### config.mk
export PLATFORM = sky130hd
export DESIGN_NAME = pipeline_ctrl_flat
export DESIGN_NICKNAME = d
export VERILOG_FILES = /design/src/rtl/pipeline_ctrl_if.sv /design/src/rtl/pipeline_ctrl.sv /design/src/flat_wrapper.sv
export SDC_FILE = /design/constraint.sdc
export NUM_CORES = 1
export LEC_CHECK = 0
export ABC_AREA = 1
export CAP_MARGIN = 10
export CORE_MARGIN = 1.5
export CORE_UTILIZATION = 35
export CTS_BUF_LIST = sky130_fd_sc_hd__clkbuf_4
export DETAILED_ROUTE_END_ITERATION = 8
export SYNTH_ARGS = -nofsm -noshare
export SYNTH_HDL_FRONTEND = slang
export SYNTH_SLANG_ARGS = --single-unit
### constraint.sdc
create_clock -name clk -period 1.57 [get_ports clk]
set_input_delay 0.2355 -clock clk [delete_from_list [all_inputs] [get_ports clk]]
set_output_delay 0.2355 -clock clk [all_outputs]
set_load 0.01 [all_outputs]
### src/rtl/pipeline_ctrl_if.sv
// Pipeline control bundle: hazard/wait/exception requests coming in from the
// pipeline stages, and the stall/flush/divider/redirect controls going back.
// The controller uses the slave modport. The pipeline side, or a bench, uses the master modport.
interface pipeline_ctrl_if;
    // Requests into the controller
    logic       hazard_stall_ID;
    logic       div_valid_EX;
    logic       dmem_wait;
    logic       imem_wait;
    logic       exc_MEM;
    // Controls out of the controller
    logic       stall_IF;
    logic       stall_ID;
    logic       stall_EX;
    logic       stall_MEM;
    logic       flush_ID;
    logic       flush_EX;
    logic       flush_MEM;
    logic       div_busy;
    logic       div_done;
    logic       pc_redirect;
    // FSM state exposed for checkers (0 RUN, 1 DIV, 2 FLUSH)
    logic [1:0] state_dbg;

    modport master (
        output hazard_stall_ID, div_valid_EX, dmem_wait, imem_wait, exc_MEM,
        input  stall_IF, stall_ID, stall_EX, stall_MEM,
        input  flush_ID, flush_EX, flush_MEM,
        input  div_busy, div_done, pc_redirect, state_dbg
    );

    modport slave (
        input  hazard_stall_ID, div_valid_EX, dmem_wait, imem_wait, exc_MEM,
        output stall_IF, stall_ID, stall_EX, stall_MEM,
        output flush_ID, flush_EX, flush_MEM,
        output div_busy, div_done, pc_redirect, state_dbg
    );
endinterface

### src/rtl/pipeline_ctrl.sv
// Pipeline stall/flush controller for a 5-stage MIPS-style core.
// It owns the multi-cycle divider occupancy and the exception redirect bubble.
// Stall and flush controls are combinational from the current requests and the state.
// Priority: exception > data-memory wait > divider > load-use hazard > fetch wait.
// No handshake runs through this block: every request is a level that is sampled each cycle.
// Every control is a level that is valid in the same cycle.
module pipeline_ctrl #(
    parameter int DIV_CYCLES = 33
) (
    input  logic          clk,
    input  logic          resetn,
    pipeline_ctrl_if.slave bus
);

    typedef enum logic [1:0] {
        ST_RUN   = 2'd0,
        ST_DIV   = 2'd1,
        ST_FLUSH = 2'd2
    } state_t;

    localparam logic [5:0] DIV_LOAD = 6'(DIV_CYCLES - 1);

    state_t     state_q, state_d;
    logic [5:0] cnt_q,   cnt_d;

    logic s_if, s_id, s_ex, s_mem;
    logic f_id, f_ex, f_mem;
    logic done;

    // Last divide cycle: the count is exhausted and memory is not freezing EX.
    // An exception in the same cycle aborts the division, so no result is written.
    assign done = (state_q == ST_DIV) && (cnt_q == 6'd0) &&
                  !bus.dmem_wait && !bus.exc_MEM;

    // State and counter registers, cleared asynchronously
    always_ff @(posedge clk or negedge resetn) begin
        if (!resetn) begin
            state_q <= ST_RUN;
            cnt_q   <= 6'd0;
        end else begin
            state_q <= state_d;
            cnt_q   <= cnt_d;
        end
    end

    // Next-state and counter logic
    always_comb begin
        state_d = state_q;
        cnt_d   = cnt_q;
        if (bus.exc_MEM) begin
            state_d = ST_FLUSH;
            cnt_d   = 6'd0;
        end else begin
            case (state_q)
                ST_RUN: begin
                    if (bus.div_valid_EX) begin
                        state_d = ST_DIV;
                        cnt_d   = DIV_LOAD;
                    end
                end
                ST_DIV: begin
                    // A memory freeze also holds the divider count
                    if (!bus.dmem_wait) begin
                        if (cnt_q == 6'd0) begin
                            state_d = ST_RUN;
                        end else begin
                            cnt_d = cnt_q - 6'd1;
                        end
                    end
                end
                ST_FLUSH: begin
                    // div_valid_EX is a squashed instruction here, so it is ignored
                    state_d = ST_RUN;
                end
                default: begin
                    state_d = ST_RUN;
                    cnt_d   = 6'd0;
                end
            endcase
        end
    end

    // Stall/flush decode in priority order; reset forces bubbles everywhere
    always_comb begin
        s_if  = 1'b0;
        s_id  = 1'b0;
        s_ex  = 1'b0;
        s_mem = 1'b0;
        f_id  = 1'b0;
        f_ex  = 1'b0;
        f_mem = 1'b0;
        if (!resetn) begin
            f_id  = 1'b1;
            f_ex  = 1'b1;
            f_mem = 1'b1;
        end else if (bus.exc_MEM) begin
            f_id  = 1'b1;
            f_ex  = 1'b1;
            f_mem = 1'b1;
        end else if (state_q == ST_FLUSH) begin
            // The redirect cycle: the instruction fetched down the old path is dropped
            f_id  = 1'b1;
        end else if (bus.dmem_wait) begin
            s_if  = 1'b1;
            s_id  = 1'b1;
            s_ex  = 1'b1;
            s_mem = 1'b1;
        end else if ((state_q == ST_DIV) && !done) begin
            s_if  = 1'b1;
            s_id  = 1'b1;
            s_ex  = 1'b1;
            f_mem = 1'b1;
        end else if (bus.hazard_stall_ID) begin
            s_if  = 1'b1;
            s_id  = 1'b1;
            f_ex  = 1'b1;
        end else if (bus.imem_wait) begin
            s_if  = 1'b1;
            f_id  = 1'b1;
        end
    end

    assign bus.stall_IF    = s_if;
    assign bus.stall_ID    = s_id;
    assign bus.stall_EX    = s_ex;
    assign bus.stall_MEM   = s_mem;
    assign bus.flush_ID    = f_id;
    assign bus.flush_EX    = f_ex;
    assign bus.flush_MEM   = f_mem;
    assign bus.div_busy    = (state_q == ST_DIV);
    assign bus.div_done    = done;
    assign bus.pc_redirect = (state_q == ST_FLUSH);
    assign bus.state_dbg   = state_q;

endmodule

### src/flat_wrapper.sv
// flat-port wrapper written by rule: the top's interface ports become plain ports
module pipeline_ctrl_flat 
#(
    parameter int DIV_CYCLES = 33
)
  (clk, resetn, bus_hazard_stall_ID, bus_div_valid_EX, bus_dmem_wait, bus_imem_wait, bus_exc_MEM, bus_stall_IF, bus_stall_ID, bus_stall_EX, bus_stall_MEM, bus_flush_ID, bus_flush_EX, bus_flush_MEM, bus_div_busy, bus_div_done, bus_pc_redirect, bus_state_dbg);
  pipeline_ctrl_if bus_i ();
  input  logic clk;
  input  logic resetn;
  input wire logic [$bits(bus_i.hazard_stall_ID)-1:0] bus_hazard_stall_ID;
  input wire logic [$bits(bus_i.div_valid_EX)-1:0] bus_div_valid_EX;
  input wire logic [$bits(bus_i.dmem_wait)-1:0] bus_dmem_wait;
  input wire logic [$bits(bus_i.imem_wait)-1:0] bus_imem_wait;
  input wire logic [$bits(bus_i.exc_MEM)-1:0] bus_exc_MEM;
  output wire logic [$bits(bus_i.stall_IF)-1:0] bus_stall_IF;
  output wire logic [$bits(bus_i.stall_ID)-1:0] bus_stall_ID;
  output wire logic [$bits(bus_i.stall_EX)-1:0] bus_stall_EX;
  output wire logic [$bits(bus_i.stall_MEM)-1:0] bus_stall_MEM;
  output wire logic [$bits(bus_i.flush_ID)-1:0] bus_flush_ID;
  output wire logic [$bits(bus_i.flush_EX)-1:0] bus_flush_EX;
  output wire logic [$bits(bus_i.flush_MEM)-1:0] bus_flush_MEM;
  output wire logic [$bits(bus_i.div_busy)-1:0] bus_div_busy;
  output wire logic [$bits(bus_i.div_done)-1:0] bus_div_done;
  output wire logic [$bits(bus_i.pc_redirect)-1:0] bus_pc_redirect;
  output wire logic [$bits(bus_i.state_dbg)-1:0] bus_state_dbg;
  assign bus_i.hazard_stall_ID = bus_hazard_stall_ID;
  assign bus_i.div_valid_EX = bus_div_valid_EX;
  assign bus_i.dmem_wait = bus_dmem_wait;
  assign bus_i.imem_wait = bus_imem_wait;
  assign bus_i.exc_MEM = bus_exc_MEM;
  assign bus_stall_IF = bus_i.stall_IF;
  assign bus_stall_ID = bus_i.stall_ID;
  assign bus_stall_EX = bus_i.stall_EX;
  assign bus_stall_MEM = bus_i.stall_MEM;
  assign bus_flush_ID = bus_i.flush_ID;
  assign bus_flush_EX = bus_i.flush_EX;
  assign bus_flush_MEM = bus_i.flush_MEM;
  assign bus_div_busy = bus_i.div_busy;
  assign bus_div_done = bus_i.div_done;
  assign bus_pc_redirect = bus_i.pc_redirect;
  assign bus_state_dbg = bus_i.state_dbg;
  pipeline_ctrl #(.DIV_CYCLES(DIV_CYCLES)) u_core (.clk(clk), .resetn(resetn), .bus(bus_i));
endmodule
==> flow_summary.toml, run 1 <==
[floorplanning]
core_mm2 = 0.00171
num_io_pins = 19
start_util_pct = 36.6
die_x_um = 45.3
dieArea_mm2 = 0.00205
fp.dieH_um = 45.3
rows = 15

[critical_path]
critPathSlowestCell = "dfrtp_1"
critPathCapture = "bus_flush_ID"
critPathMaxFanout = 3
path_buf_inv = 2
r2r_cells = 12
r2r_end = "u_core.cnt_q[5]"
cp_data_required_time_ns = 1.33
r2r-start = "u_core.cnt_q[1]"
cp_common_cell = "nand2_2"
cp_num_cells = 9
critical_path_class = "reg -> out"
path_delay_family = "simple AND/OR/NAND/NOR gates"
crit_chain = "inv_2 -> ha_4 -> nand3_4 -> nor2_4 -> o21bai_4 -> nand2_2 -> nand2_2 -> nor2_2 -> buf_2"
r2r_setup_slack_ns = 0.03
cp-startpoint = "u_core.cnt_q[1]"
cp_slowest_stage_delay_ns = 0.39
crit_path_start_kind = "flop"
cp.arrival_ns = 1.49
cp-end-kind = "output port"

[logic_synthesis]
synth.avg_cell_area_um2 = 6.80
synth_nets = 101
ys_types = 19
synth-compound-area-share_pct = 9.20
synthSimpleGateAreaFrac_pct = 42.2
ys.flop_type = "dfrtp_1"
netlist.area_leader.share_pct = 32.0
yosysWarnings = 0
yosys.area_share.adder_pct = 4.00
syn_inst = 92
synth-xor-area-share_pct = 4.20
synthesis.area_um2 = 626
synthMuxAreaShare_pct = 0
synthTopCellsByArea = "dfrtp_1 32%, nand2_1 14%, nor2_1 8.4%"
synth_seq_cells = 8
yosysTopAreaCell = "dfrtp_1"
synth-async-reset-ratio_pct = 100
ys_seq_area_share_pct = 32.0
synth_edf_count = 0
synth_top_family_by_area = "simple AND/OR/NAND/NOR gates"

[clocking]
cts.clk_slew.worst_paths_ns = 0.06
cts_tree = "yes"
cts_inserted_buffers = 3
h-tree-depth = 1
clockBufferDepth = 2
clkLatencyLatePin_ns = 0.26
clock_sinks = 8
clock-root-buffer = "clkbuf_4"

[finish]
final_core_util_pct = 65.9
final_nets = 152
num_antenna_cells = 0
layout.cells.most_common_list = "28 x buf_4, 19 x nand2_1, 8 x nor2_1"
multi_input_comb_area_um2 = 455
fillers = 142
drive_gt1_share_pct = 50.4
syn_to_final_growth_pct = 80.0
regArea_um2 = 201
final_common_cell = "buf_4"

[timing]
finalCritPeriodShare_pct = 110
hold_violations = 0
period_minus_slack_ns = 1.73
relSlewSlack_pct = 88.3
rsz0062_at_grt = "true"
fin_ws_ns = -0.156
finalHoldWorstSlack_ns = 0.0918
setup_tns_ns = -0.743
setup-violations-final = 7
fmax_ghz = 0.579
slew_violations = 0
tightest_slew_ns = 0.175
finClkSkew_ns = 0.00461

[global_routing]
antenna_found_initial = 0
grt_pass1_wl_um = 3020
grt-ovfl-total = 0
track_usage_pct = 21.1
grt_pass1_vias = 739
grt_max_degree = 9

[drt]
drt_first_pass_iters = 5
via_per_inst = 4.64
wl_per_cell_um = 11.8
ant_nets = 0
drt_first_iter_violations = 17
drc = 0
wirelength_um = 1950
vias = 771

[placed_design]
gp_congestion = 0.843
portBuffers = 18
place_hpwl_um = 1460

[pwr]
peakVddDrop_mv = 0.298
powerDensity_mw_per_mm2 = 547
p_leak_nw = 0.647

[job]
max_cap_violations = 0

[outcome]
outcome = "complete, but fails checks"
violations = "setup timing"

[worst_hold_path]
min_path_type = "in -> async"
==> layout make-up <==
cell class	count	area share, %
Clock buffer	3	2.00
Inverter	13	4.56
Multi-Input combinational cell	70	40.4
Sequential cell	8	17.9
Tap cell	25	2.78
Timing Repair Buffer	47	32.3
==> flip-flops by register name (all words and copies together), names as in the netlist <==
name                  count
u_core.bus.state_dbg      2
u_core.cnt_q              6
==> synthesized netlist by cell type, types with 2 or more instances <==
cell type	number
a21oi_1	2
dfrtp_1	8
ha_1	2
inv_1	11
inv_2	2
nand2_1	23
nand2_2	4
nand3_1	7
nor2_1	14
nor2_2	2
nor2_4	3
o21ai_0	5
xor2_1	3
==> report_power, final <==
part | switching, mW | internal, mW | total (mW)
logic | 0.116 | 0.111 | 0.227
clock network | 0.0784 | 0.0881 | 0.166
registers | 0.00782 | 0.215 | 0.223
==> logic make-up after synthesis <==
kind of cell,Yosys count
compound gates,10
simple gates,55
fa+ha+maj,2
flops,8
xor+xnor,3
buf+inv,14
==> per-stage QoR <==
stage / instance area [um^2] / setup slack, ns / power (mW) / cells
global route: 1130 / -0.235 / 0.658 / 166
detailed placement: 1010 / -0.518 / 0.431 / 158
finish: 1130 / -0.156 / 0.616 / 166
CTS: 1060 / -0.199 / 0.607 / 163
global placement: 1010 / -0.479 / 0.427 / 158
floorplan: 626 / 0.0403 / 0.314 / 92
==> per-layer routing <==
| metal | track usage (%) | up-vias | part of all wire (%) |
|---|---|---|---|
| met5 | 0 | - | 0 |
| met4 | 15.9 | 0 | 3.7 |
| met3 | 1.60 | 7 | 2.8 |
| met2 | 36.3 | 22 | 53 |
| met1 | 24.0 | 358 | 41 |
| li1 | - | 384 | - |
==> repair_timing <==
| action | 4_1_cts | 5_1_grt |
|---|---|---|
| setup endpoints to repair | 12 | 16 |
| hold buffers | 0 | 0 |
| pin swaps | 4 | 8 |
| setup buffers | 2 | 3 |
| gates resized for setup | 49 | 18 |
==> worst min path at each step <==
stage,to,from,cells after the start
CTS,u_core.cnt_q[4],resetn,2
global route,u_core.cnt_q[5],resetn,2
finish,u_core.cnt_q[4],resetn,2
global placement,u_core.cnt_q[4],u_core.cnt_q[4],3
detailed placement,u_core.cnt_q[4],u_core.cnt_q[4],3
floorplan,u_core.bus.state_dbg[0],resetn,0
Note: power is estimated with default switching activity, not from simulation.
==> run 2: changes to the inputs <==
Settings changed: DONT_BUFFER_PORTS from default to 1, SLEW_MARGIN from default to 20.
==> run 2 against run 1 <==
Net effect:
- the flow still finishes with violations (setup timing)
- critical path depth down 2
- highest routed layer unchanged
- clock-buffer cell count unchanged
- critical endpoint unchanged
- worst setup slack better by 0.058 ns
- worst hold slack better by 0.024 ns
- design area down 18%
- clock skew down 0.0042 ns
- critical path type unchanged
==> flow_summary.toml, run 2 (synthesis gave the netlist of run 1 again) <==
[clocking]
cts_inserted_buffers = 3
clock-root-buffer = "clkbuf_4"
clockBufferDepth = 2
clock_sinks = 8
cts.clk_slew.worst_paths_ns = 0.06
h-tree-depth = 1
cts_tree = "yes"
clkLatencyLatePin_ns = 0.26

[critical_path]
cp-end-kind = "output port"
cp_slowest_stage_delay_ns = 0.46
path_delay_family = "simple AND/OR/NAND/NOR gates"
cp-startpoint = "u_core.bus.state_dbg[1]"
cp_data_required_time_ns = 1.33
r2r-start = "u_core.bus.state_dbg[1]"
critPathMaxFanout = 4
critPathSlowestCell = "dfrtp_2"
crit_path_start_kind = "flop"
critical_path_class = "reg -> out"
cp.arrival_ns = 1.43
crit_chain = "nor2_4 -> nand2_4 -> nor2_4 -> o21bai_4 -> nand2_4 -> nand2_4 -> nor2_4"
path_buf_inv = 0

[timing]
hold_violations = 0
tightest_slew_ns = 0.392
slew_violations = 0
rsz0062_at_grt = "true"
finClkSkew_ns = 0.000397
fmax_ghz = 0.599
fin_ws_ns = -0.0982
relSlewSlack_pct = 73.8
setup_tns_ns = -0.420
setup-violations-final = 5
finalCritPeriodShare_pct = 106
period_minus_slack_ns = 1.67

[placed_design]
dpl_worst_slack_ns = 0.0480
gp_congestion = 0.816
place_hpwl_um = 1120
portBuffers = 0
dpl_cell_area_um2 = 721

[drt]
via_per_inst = 4.71
wl_per_cell_um = 11.4
wirelength_um = 1540
drt_first_pass_iters = 5
drc = 0
drt_first_iter_violations = 7
vias = 641
ant_nets = 0

[worst_hold_path]
min_path_type = "in -> reg"
worstHoldStart = "bus_div_valid_EX"

[outcome]
outcome = "complete, but fails checks"
violations = "setup timing"

[finish]
num_antenna_cells = 0
final_nets = 122
largest_reg_flops = 6
drive_gt1_share_pct = 44.1
regMostFlops = "u_core.cnt_q"
syn_to_final_growth_pct = 48.2
final_area_um2 = 927
fillers = 157
final_common_cell = "nand2_1"
layout.cells.most_common_list = "20 x nand2_1, 13 x buf_4, 9 x nor2_1"

[pwr]
p_total_mw = 0.563
peakVddDrop_mv = 0.268
powerDensity_mw_per_mm2 = 607
p_leak_nw = 0.500

[floorplanning]
start_util_pct = 36.6
rows = 15
num_io_pins = 19
die_x_um = 45.3
fp.dieH_um = 45.3
core_mm2 = 0.00171
dieArea_mm2 = 0.00205

[global_routing]
antenna_found_initial = 0
grt_pass1_vias = 616
grt-ovfl-total = 0
grt_pass1_wl_um = 2530
track_usage_pct = 17.5
grt_max_degree = 9

[job]
max_cap_violations = 0
[run 2: changes by cell type in the layout (fill, tap and decap cells not counted), sizes merged, moves of 2 or more]
cell,delta
buf,-21
clkdlybuf4s50,-4
dlygate4sd2,-3
dlygate4sd3,+2
dlymetal6s2s,-2
[run 2: per-layer routing]
| metal | vias to the layer above | global-route usage [%] | part of all wire, % |
|---|---|---|---|
| met5 | - | 0 | 0 |
| met4 | 0 | 15.3 | 2.1 |
| met3 | 4 | 2.40 | 4.5 |
| met2 | 21 | 28.3 | 51 |
| met1 | 293 | 20.0 | 42 |
| li1 | 323 | - | - |
[run 2: layout make-up]
type | instances | area, um^2 | area share [%]
multi-input combinational | 70 | 480 | 51.8
sequential | 8 | 201 | 21.7
timing repair buffer | 17 | 140 | 15.1
inverter | 13 | 51.3 | 5.53
tap | 25 | 31.3 | 3.37
clock buffer | 3 | 22.5 | 2.43
[run 2: metrics by stage]
step / hold WS, ns / std cells / utilization, %
after floorplan: -0.0601 / 92 / -
after detailed placement: -0.0599 / 125 / 42.2
after CTS: 0.101 / 134 / 49.8
after global routing: 0.131 / 136 / 54.3
final: 0.116 / 136 / 54.3
after global placement: -0.0598 / 125 / 42.2
[run 2: report_power, final]
part | switching [mW] | leakage (nW) | total (mW) | internal [mW]
Clock | 0.0754 | 0.0138 | 0.163 | 0.0879
Sequential | 0.0105 | 0.107 | 0.226 | 0.215
Combinational | 0.0974 | 0.380 | 0.174 | 0.0764
[run 2: worst paths after layout]
check                                          end  slack [ns]  depth (start not counted)
setup / recovery                      bus_flush_ID        -0.1                          7
hold / removal             u_core.bus.state_dbg[0]        0.12                          2
setup reg to reg                   u_core.cnt_q[5]        0.11                         10
hold reg to reg                    u_core.cnt_q[5]        0.56                          2
max in group asynchronous  u_core.bus.state_dbg[1]        0.93                          1
min in group asynchronous          u_core.cnt_q[4]        0.34                          1
[run 2: what timing repair did]
item,CTS,global route
setup buffers,4,3
setup endpoints to repair,8,9
resized for setup,18,16
pin swaps,2,5
hold endpoints to repair,9,0
hold buffers,2,0
cloned,0,0
[run 2: worst register-to-register path: stages (launching register included)]
cell and delay (ns):
dfrtp_2 0.46, nor2_4 0.15, nand2_4 0.07, nor2_4 0.14, buf_6 0.12, buf_4 0.12, nor2_2 0.04, nand2_2 0.12
nor2_1 0.05, nand2_1 0.05, nand2_1 0.04
==> run 3: changes to the inputs <==
Settings changed: CORE_AREA from default to 2 2 39 41, CORE_MARGIN 1.5 to default, CORE_UTILIZATION 35 to default, DIE_AREA from default to 0 0 41 43.
==> run 3 against run 2 <==
Net effect:
- the run still ends with setup timing left
- routed wire length up 6.3%
- register-to-register slack got worse by 0.03 ns
- total power is 0.53% higher
- worst setup slack worse by 0.028 ns
- clock-buffer cell count did not move
- core utilization rose by 11 points
- global-route usage up 4.7 points
- sequential share of layout area grew 0.42 points
- clock skew rose by 0.0084 ns
- critical path type unchanged
- highest routed layer is now met3
==> flow_summary.toml, run 3 (synthesis gave the netlist of run 1 again) <==
[outcome]
outcome = "complete, but fails checks"
violations = "setup timing"

[finish]
syn_to_final_growth_pct = 45.4
num_antenna_cells = 0
final_common_cell = "nand2_1"
multi_input_comb_area_um2 = 485
fillers = 115
final_nets = 120
layout.cells.most_common_list = "20 x nand2_1, 10 x buf_4, 7 x nor2_4, 7 x nor2_1, 7 x dfrtp_1"
drive_gt1_share_pct = 45.0
regArea_um2 = 201
largest_reg_flops = 6
regMostFlops = "u_core.cnt_q"
layout.cells.non_filler = 125
final_area_um2 = 910
final_core_util_pct = 65.7

[placed_design]
place_inst = 115
gp_congestion = 0.791
dpl_worst_slack_ns = 0.0991
dpl_cell_area_um2 = 702
place_hpwl_um = 1120
portBuffers = 0

[drt]
drc = 0
wl_per_cell_um = 13.1
wirelength_um = 1640
ant_nets = 0
drt_first_iter_violations = 5
vias = 650
drt_first_pass_iters = 4
via_per_inst = 5.20

[timing]
finClkSkew_ns = 0.00882
finalHoldWorstSlack_ns = 0.111
setup-violations-final = 7
period_minus_slack_ns = 1.70
setup_tns_ns = -0.590
hold_violations = 0
fmax_ghz = 0.590
rsz0062_at_grt = "true"
fin_ws_ns = -0.126
tightest_slew_ns = 0.401
relSlewSlack_pct = 73.2
slew_violations = 0
finalCritPeriodShare_pct = 108

[pwr]
power.share.switching_pct = 33.6
switchingPower_mw = 0.190
p_total_mw = 0.566
power_frac_comb_pct = 30.8
p_leak_nw = 0.483
p_clk_share_pct = 29.4
seqPwrFrac_pct = 39.8
peakVddDrop_mv = 0.332
powerDensity_mw_per_mm2 = 622
p_int_mw = 0.376

[worst_hold_path]
min_path_type = "in -> reg"
worstHoldStart = "bus_div_valid_EX"
worstHoldEndpoint = "u_core.bus.state_dbg[0]"
hold_depth = 2

[critical_path]
cp_common_cell = "nand2_4"
path_delay_family = "simple AND/OR/NAND/NOR gates"
crit_chain = "nor2_4 -> nand2_4 -> nor2_4 -> o21bai_4 -> nand2_4 -> nand2_4 -> buf_6"
cp-end-kind = "output port"
crit_path_start_kind = "flop"
cp_data_required_time_ns = 1.33
critical_path_class = "reg -> out"
r2r_cells = 10
r2r_end = "u_core.cnt_q[5]"
cp_slowest_stage_delay_ns = 0.46
r2r_setup_slack_ns = 0.08
critPathMaxFanout = 4
cp-startpoint = "u_core.bus.state_dbg[1]"
cp.arrival_ns = 1.46
path_buf_inv = 1
r2r-start = "u_core.bus.state_dbg[1]"
critPathSlowestCell = "dfrtp_2"

[global_routing]
track_usage_pct = 22.2
grt_max_degree = 9
antenna_found_initial = 0
grt-ovfl-total = 0
grt_pass1_wl_um = 2710
grt_pass1_vias = 643

[clocking]
cts_inserted_buffers = 3
cts.clk_slew.worst_paths_ns = 0.06
clkLatencyLatePin_ns = 0.26
cts_tree = "yes"
clock-root-buffer = "clkbuf_4"
clockBufferDepth = 2
h-tree-depth = 1
clock_sinks = 8

[floorplanning]
num_io_pins = 19
rows = 14
start_util_pct = 45.2
dieArea_mm2 = 0.00176
core_mm2 = 0.00138
fp.dieH_um = 43
die_x_um = 41

[job]
max_cap_violations = 0
[run 3: how the worst max path moves through the flow]
stage	end	cells past startpoint	slack (ns)
after floorplan	bus_flush_EX	6	0.04
after global placement	bus_flush_EX	7	0.10
after detailed placement	bus_flush_ID	8	0.1
after CTS	bus_stall_ID	8	-0.12
after global routing	bus_stall_ID	8	-0.19
final	bus_stall_ID	7	-0.13
[run 3: final cells by class]
class,count,share of cell area [%]
multi-input cells,70,53.4
flip-flops and latches,8,22.1
repair buffers,15,14.2
inverters,13,5.64
clock buffers,3,2.48
well taps,16,2.20
[run 3: power groups by stage]
stage          Combinational [mW]  Clock [mW]  Sequential (mW)
6_report                    0.174       0.167            0.225
5_1_grt                     0.192       0.178            0.226
4_1_cts                     0.157       0.166            0.224
3_5_place_dp                0.121           0            0.228
3_3_place_gp                0.121           0            0.228
2_1_floorplan              0.0859           0            0.228
[run 3: layer usage]
metal,GRT usage (%),wire (um),share of wire [%],vias to the layer above
met4,6.00,0,0,0
met5,0,0,0,-
met2,35.3,885,54,14
met3,4.19,64,3.9,0
li1,-,-,-,319
met1,29.6,693,42,317
[run 3: repair_timing]
item                                   CTS  global route
resized for setup                       18            20
setup endpoints to repair                7            10
buffers inserted                         5             1
endpoints found under the hold margin    9             0
pin swaps                                4             7
hold buffers                             2             0
[run 3: worst register-to-register path, cell delays in order (launching register included)]
cell and delay [ns]:
dfrtp_2 0.46, nor2_4 0.16, nand2_4 0.07, nor2_4 0.16, buf_6 0.13, buf_6 0.10, nor2_2 0.04, nand2_2 0.13
nor2_2 0.04, nand2_1 0.05, nand2_1 0.05
